### src/rtl/multicycle_controller.sv
// Multicycle control FSM for an RV32I subset covering R/I ALU ops and BEQ/BNE.
// An ALU op takes 4 cycles and a branch 3; undecodable instructions park in TRAP until reset.
module multicycle_controller #(
  parameter int RETIRE_W = 32
) (
  input  logic                clk,
  input  logic                reset,
  input  logic [31:0]         instruction,
  input  logic                alu_zero,
  output logic                ir_write,
  output logic                pc_write,
  output logic                pc_src,
  output logic                reg_write_enable,
  output logic [4:0]          rs1,
  output logic [4:0]          rs2,
  output logic [4:0]          rd,
  output logic [2:0]          alu_op,
  output logic                alu_src_b,
  output logic [11:0]         imm,
  output logic [12:0]         branch_offset,
  output logic [2:0]          state,
  output logic                illegal,
  output logic [RETIRE_W-1:0] retired
);

  localparam logic [2:0] S_FETCH     = 3'd0;
  localparam logic [2:0] S_DECODE    = 3'd1;
  localparam logic [2:0] S_EXECUTE   = 3'd2;
  localparam logic [2:0] S_WRITEBACK = 3'd3;
  localparam logic [2:0] S_BRANCH    = 3'd4;
  localparam logic [2:0] S_TRAP      = 3'd5;

  localparam logic [6:0] OPC_R = 7'b0110011;
  localparam logic [6:0] OPC_I = 7'b0010011;
  localparam logic [6:0] OPC_B = 7'b1100011;

  localparam logic [2:0] OP_ADD = 3'd0;
  localparam logic [2:0] OP_SUB = 3'd1;
  localparam logic [2:0] OP_AND = 3'd2;
  localparam logic [2:0] OP_OR  = 3'd3;
  localparam logic [2:0] OP_XOR = 3'd4;
  localparam logic [2:0] OP_SLL = 3'd5;
  localparam logic [2:0] OP_SRL = 3'd6;
  localparam logic [2:0] OP_SLT = 3'd7;

  logic [2:0]          state_q, state_d;
  logic [31:0]         ir_q, ir_d;
  logic                illegal_q, illegal_d;
  logic [RETIRE_W-1:0] retired_q, retired_d;

  logic [6:0] opcode;
  logic [2:0] funct3;
  logic [6:0] funct7;
  logic       is_r;
  logic       is_i;
  logic       alu_legal;
  logic       br_legal;
  logic [2:0] dec_alu_op;

  assign opcode = ir_q[6:0];
  assign funct3 = ir_q[14:12];
  assign funct7 = ir_q[31:25];
  assign is_r   = (opcode == OPC_R);
  assign is_i   = (opcode == OPC_I);

  assign rs1           = ir_q[19:15];
  assign rs2           = ir_q[24:20];
  assign rd            = ir_q[11:7];
  assign imm           = ir_q[31:20];
  assign branch_offset = {ir_q[31], ir_q[7], ir_q[30:25], ir_q[11:8], 1'b0};

  // Shifts are the only I-type ops whose upper immediate bits are constrained.
  always_comb begin
    dec_alu_op = OP_ADD;
    alu_legal  = 1'b0;
    case (funct3)
      3'b000: begin
        if (is_r && funct7 == 7'b0100000) begin
          dec_alu_op = OP_SUB;
          alu_legal  = 1'b1;
        end else begin
          dec_alu_op = OP_ADD;
          alu_legal  = is_i || (is_r && funct7 == 7'b0);
        end
      end
      3'b111: begin dec_alu_op = OP_AND; alu_legal = is_i || (is_r && funct7 == 7'b0); end
      3'b110: begin dec_alu_op = OP_OR;  alu_legal = is_i || (is_r && funct7 == 7'b0); end
      3'b100: begin dec_alu_op = OP_XOR; alu_legal = is_i || (is_r && funct7 == 7'b0); end
      3'b010: begin dec_alu_op = OP_SLT; alu_legal = is_i || (is_r && funct7 == 7'b0); end
      3'b001: begin dec_alu_op = OP_SLL; alu_legal = (is_i || is_r) && funct7 == 7'b0; end
      3'b101: begin dec_alu_op = OP_SRL; alu_legal = (is_i || is_r) && funct7 == 7'b0; end
      default: begin dec_alu_op = OP_ADD; alu_legal = 1'b0; end
    endcase
  end

  assign br_legal = (opcode == OPC_B) && (funct3 == 3'b000 || funct3 == 3'b001);

  always_ff @(posedge clk) begin
    if (reset) begin
      state_q   <= S_FETCH;
      ir_q      <= 32'd0;
      illegal_q <= 1'b0;
      retired_q <= '0;
    end else begin
      state_q   <= state_d;
      ir_q      <= ir_d;
      illegal_q <= illegal_d;
      retired_q <= retired_d;
    end
  end

  always_comb begin
    state_d = S_FETCH;
    case (state_q)
      S_FETCH:     state_d = S_DECODE;
      S_DECODE: begin
        if (alu_legal)     state_d = S_EXECUTE;
        else if (br_legal) state_d = S_BRANCH;
        else               state_d = S_TRAP;
      end
      S_EXECUTE:   state_d = S_WRITEBACK;
      S_WRITEBACK: state_d = S_FETCH;
      S_BRANCH:    state_d = S_FETCH;
      S_TRAP:      state_d = S_TRAP;
      default:     state_d = S_FETCH;
    endcase
  end

  always_comb begin
    ir_d      = (state_q == S_FETCH) ? instruction : ir_q;
    illegal_d = illegal_q | (state_d == S_TRAP);
    retired_d = retired_q;
    if (state_q == S_WRITEBACK || state_q == S_BRANCH) begin
      retired_d = retired_q + RETIRE_W'(1);
    end
  end

  // Strobes are gated by reset so nothing fires while the block is being cleared.
  always_comb begin
    ir_write         = 1'b0;
    pc_write         = 1'b0;
    pc_src           = 1'b0;
    reg_write_enable = 1'b0;
    alu_op           = OP_ADD;
    alu_src_b        = 1'b0;
    case (state_q)
      S_FETCH: ir_write = !reset;
      S_EXECUTE: begin
        alu_op    = dec_alu_op;
        alu_src_b = is_i;
      end
      S_WRITEBACK: begin
        alu_op           = dec_alu_op;
        alu_src_b        = is_i;
        reg_write_enable = !reset && (rd != 5'd0);
        pc_write         = !reset;
      end
      S_BRANCH: begin
        alu_op   = OP_SUB;
        pc_write = !reset;
        pc_src   = (funct3 == 3'b000) ? alu_zero : !alu_zero;
      end
      default: ;
    endcase
  end

  assign state   = state_q;
  assign illegal = illegal_q;
  assign retired = retired_q;

endmodule

### config.mk
export PLATFORM = sky130hd
export DESIGN_NAME = multicycle_controller
export DESIGN_NICKNAME = d
export VERILOG_FILES = /design/src/rtl/multicycle_controller.sv
export SDC_FILE = /design/constraint.sdc
export NUM_CORES = 1
export LEC_CHECK = 0
export BUFFER_PORTS_ARGS = -buffer_cell sky130_fd_sc_hd__buf_2
export CORE_ASPECT_RATIO = 0.5
export CORE_MARGIN = 1.5
export CORE_UTILIZATION = 54
export CTS_CLUSTER_SIZE = 20
export DETAILED_ROUTE_END_ITERATION = 16
export PLACE_DENSITY = 0.85
export SYNTH_ARGS = -nofsm -noshare
export SYNTH_HDL_FRONTEND = slang
export SYNTH_SLANG_ARGS = --single-unit
### constraint.sdc
create_clock -name clk -period 4.8 [get_ports clk]
set_input_delay 0.72 -clock clk [delete_from_list [all_inputs] [get_ports clk]]
set_output_delay 0.72 -clock clk [all_outputs]
set_load 0.01 [all_outputs]
==> results.toml <==
[final_layout]
area_growth_pct = 19.4
layout-drive-gt1-share_pct = 30.7
fill_cells = 544
num_antenna_cells = 0
num-nets-final = 520
final_cells = 577

[detailed_routing]
via_count = 3057
viasPerCell = 5.30
first_iter_violations = 205
ant_nets = 0
remaining_drc_errors = 0
drt_pre_antenna_iters = 4
wl_per_cell_um = 12.7
wirelength_um = 7330

[die]
start_util_pct = 55.9
fp-row-count = 20
die_h_um = 59.1
core_area_sq_um = 6080
dieWidth_um = 115
ios = 119
dieArea_sq_um = 6810

[global_routing]
use_met1_pct = 26.0
grt_pass1_vias = 2591
grt_pass1_wl_um = 11700
grt_util_all_layers_pct = 21.8
grt_max_degree = 49
antenna_found_initial = 0
globalRouteOverflowTotal = 0
met2_usage_pct = 36.4
use_met3_pct = 8.18
top_usage_layer = "met2"

[logic_synthesis]
yosysTopAreaCell = "dfxtp_1"
synth_edf_count = 0
ys_seq_area_share_pct = 40.0
netlist_instances = 423
avgSynthCellArea_sq_um = 8.04
ys_seq_elements = 68
yosysTopAreaCellShare_pct = 40.0
synthesis.nets = 459
ys.flop_type = "dfxtp_1"
synth_most_common_cell = "nand2_1"
ys.warnings.count = 0
synthTopCellsByCount = "nand2_1, dfxtp_1, a21oi_1"
synth_area_sq_um = 3400
synth-async-reset-ratio_pct = 0
ys_types = 48
yosys-top-cells-area = "dfxtp_1, buf_4, nand2_1"

[worst_setup_path]
arrival_ps = 1950
required_ps = 4080
cp_cell_sequence = "or3_1 -> nor2_1 -> buf_2"
worst_setup_path_start_kind = "flip-flop"
worst_path_max_delay_cell = "or3_1"
worstSetupEndpointType = "primary output"
critPathMaxFanout = 33
slowest_delay_ps = 880
path_class = "flip-flop to primary output"

[cts]
cts_sinks = 68
clkSlewWorstSetupHoldPaths_ps = 60
post_cts_resized = 0
ctsHtreeMaxLevel = 3
cts_setup_buffers = 0
cts_tree = "built"
cts_buffers = 9
root_buffer = "clkbuf_16"
ctsHoldBuffers = 0
clockBufferDepth = 2
clk_latency_ps = 330

[placement]
port-buffer-count = 117
dp_hpwl_um = 4880
post-place-cells = 561
dp_slack_ps = 2410
place_congestion = 0.765

[power]
peakVddDrop_mv = 0.224
p_per_area_nw_per_um2 = 394
leakage_nw = 1.73
power_mw = 1.60

[timing]
tns_ps = 0
setup_viol = 0
worst_pin_slew_ps = 1070
rsz0062_at_grt = "no"
hold_violations = 0
timing.final.crit_share_pct = 55.6
min_period_ps = 2670
setup_ws_ps = 2130
clock_skew_ps = 7.01
drv_slew = 0
clock.fmax_mhz = 374
slew_headroom_pct = 28.9

[flow_run]
drv_cap = 0

[min_path]
hp-class = "flip-flop to flip-flop"

[outcome]
status = "finished clean"
==> worst max-delay path, delay by kind of cell, from the launching register on <==
family	cells	cell delay [ps]
simple gates	2	940
flops	1	500
buf+inv	1	170
==> path summary, 6_finish.rpt <==
| path | start | slack (ps) | depth (start not counted) | to |
|---|---|---|---|---|
| hold reg to reg | ir_q[16]$_SDFFE_PP0N_ | 450 | 2 | ir_q[16]$_SDFFE_PP0N_ |
| setup reg to reg | state[2]$_SDFF_PP0_ | 2380 | 4 | retired[29]$_SDFFE_PP0N_ |
| hold / removal | ir_q[16]$_SDFFE_PP0N_ | 450 | 2 | ir_q[16]$_SDFFE_PP0N_ |
| setup / recovery | state[2]$_SDFF_PP0_ | 2130 | 3 | ir_write |
==> sequential cells by signal (all words and copies together) (netlist names) <==
name / flops
ir_q: 32
retired: 32
illegal: 1
state: 3
==> per-layer routing <==
layer	vias up	part of all wire [%]
met3	12	6.2
met1	1407	46
met5	-	0
li1	1561	-
met2	77	46
met4	0	1.2
==> metrics by stage <==
| step | hold WS [ps] | utilization, % | cell area (sq um) |
|---|---|---|---|
| 6_report | 454 | 66.7 | 4060 |
| 5_1_grt | 477 | 66.7 | 4060 |
| 4_1_cts | 457 | 66.7 | 4060 |
| 3_5_place_dp | 447 | 60.7 | 3690 |
| 3_3_place_gp | 445 | 60.7 | 3690 |
| 2_1_floorplan | 431 | - | 3400 |
==> cells by family after synthesis <==
kind of cell,count (synthesis),share of synthesized area [%]
other,1,0.110
DFF,68,40.0
and+or+nand+nor,172,25.9
xor gates and xnor gates,8,2.06
buffers and inverters,79,13.7
muxes,8,2.65
adders and majority gates,1,0.368
AOI/OAI and AO/OA,86,15.2
==> cell usage in the layout, fill, tap and decap left out, types with 2 or more instances in the layout <==
cell	instances
nand2b_1	2
inv_1	10
xnor2_1	7
buf_2	117
nand3_1	9
nand3b_1	3
or4_1	14
nor4_1	7
a21o_1	3
a211o_1	2
dfxtp_1	68
nand4_1	5
a21oi_1	51
or3_1	3
clkbuf_16	9
bufinv_16	3
nand2_1	76
clkbuf_8	4
buf_4	2
o21ai_0	4
a211oi_1	4
and4_1	3
nor3_1	8
nor2b_1	6
nor4bb_1	2
mux2_2	8
nor2_1	23
o21a_1	2
o31ai_1	14
==> where the power goes <==
group | internal (mW) | leakage [nW] | switching [mW]
clock network | 0.564 | 0.182 | 0.229
logic | 0.0723 | 0.992 | 0.108
registers | 0.596 | 0.554 | 0.0296
total | 1.23 | 1.73 | 0.367
==> cell type report <==
cell class	count	area [sq um]	share of cell area, %
inverter	10	37.5	0.925
sequential	68	1360	33.5
clock buffer	13	280	6.91
multi-input combinational	276	1580	38.9
tap	88	110	2.71
clock inverter	3	90.1	2.22
timing repair buffer	119	601	14.8
Power figures use the tool's default switching activity.
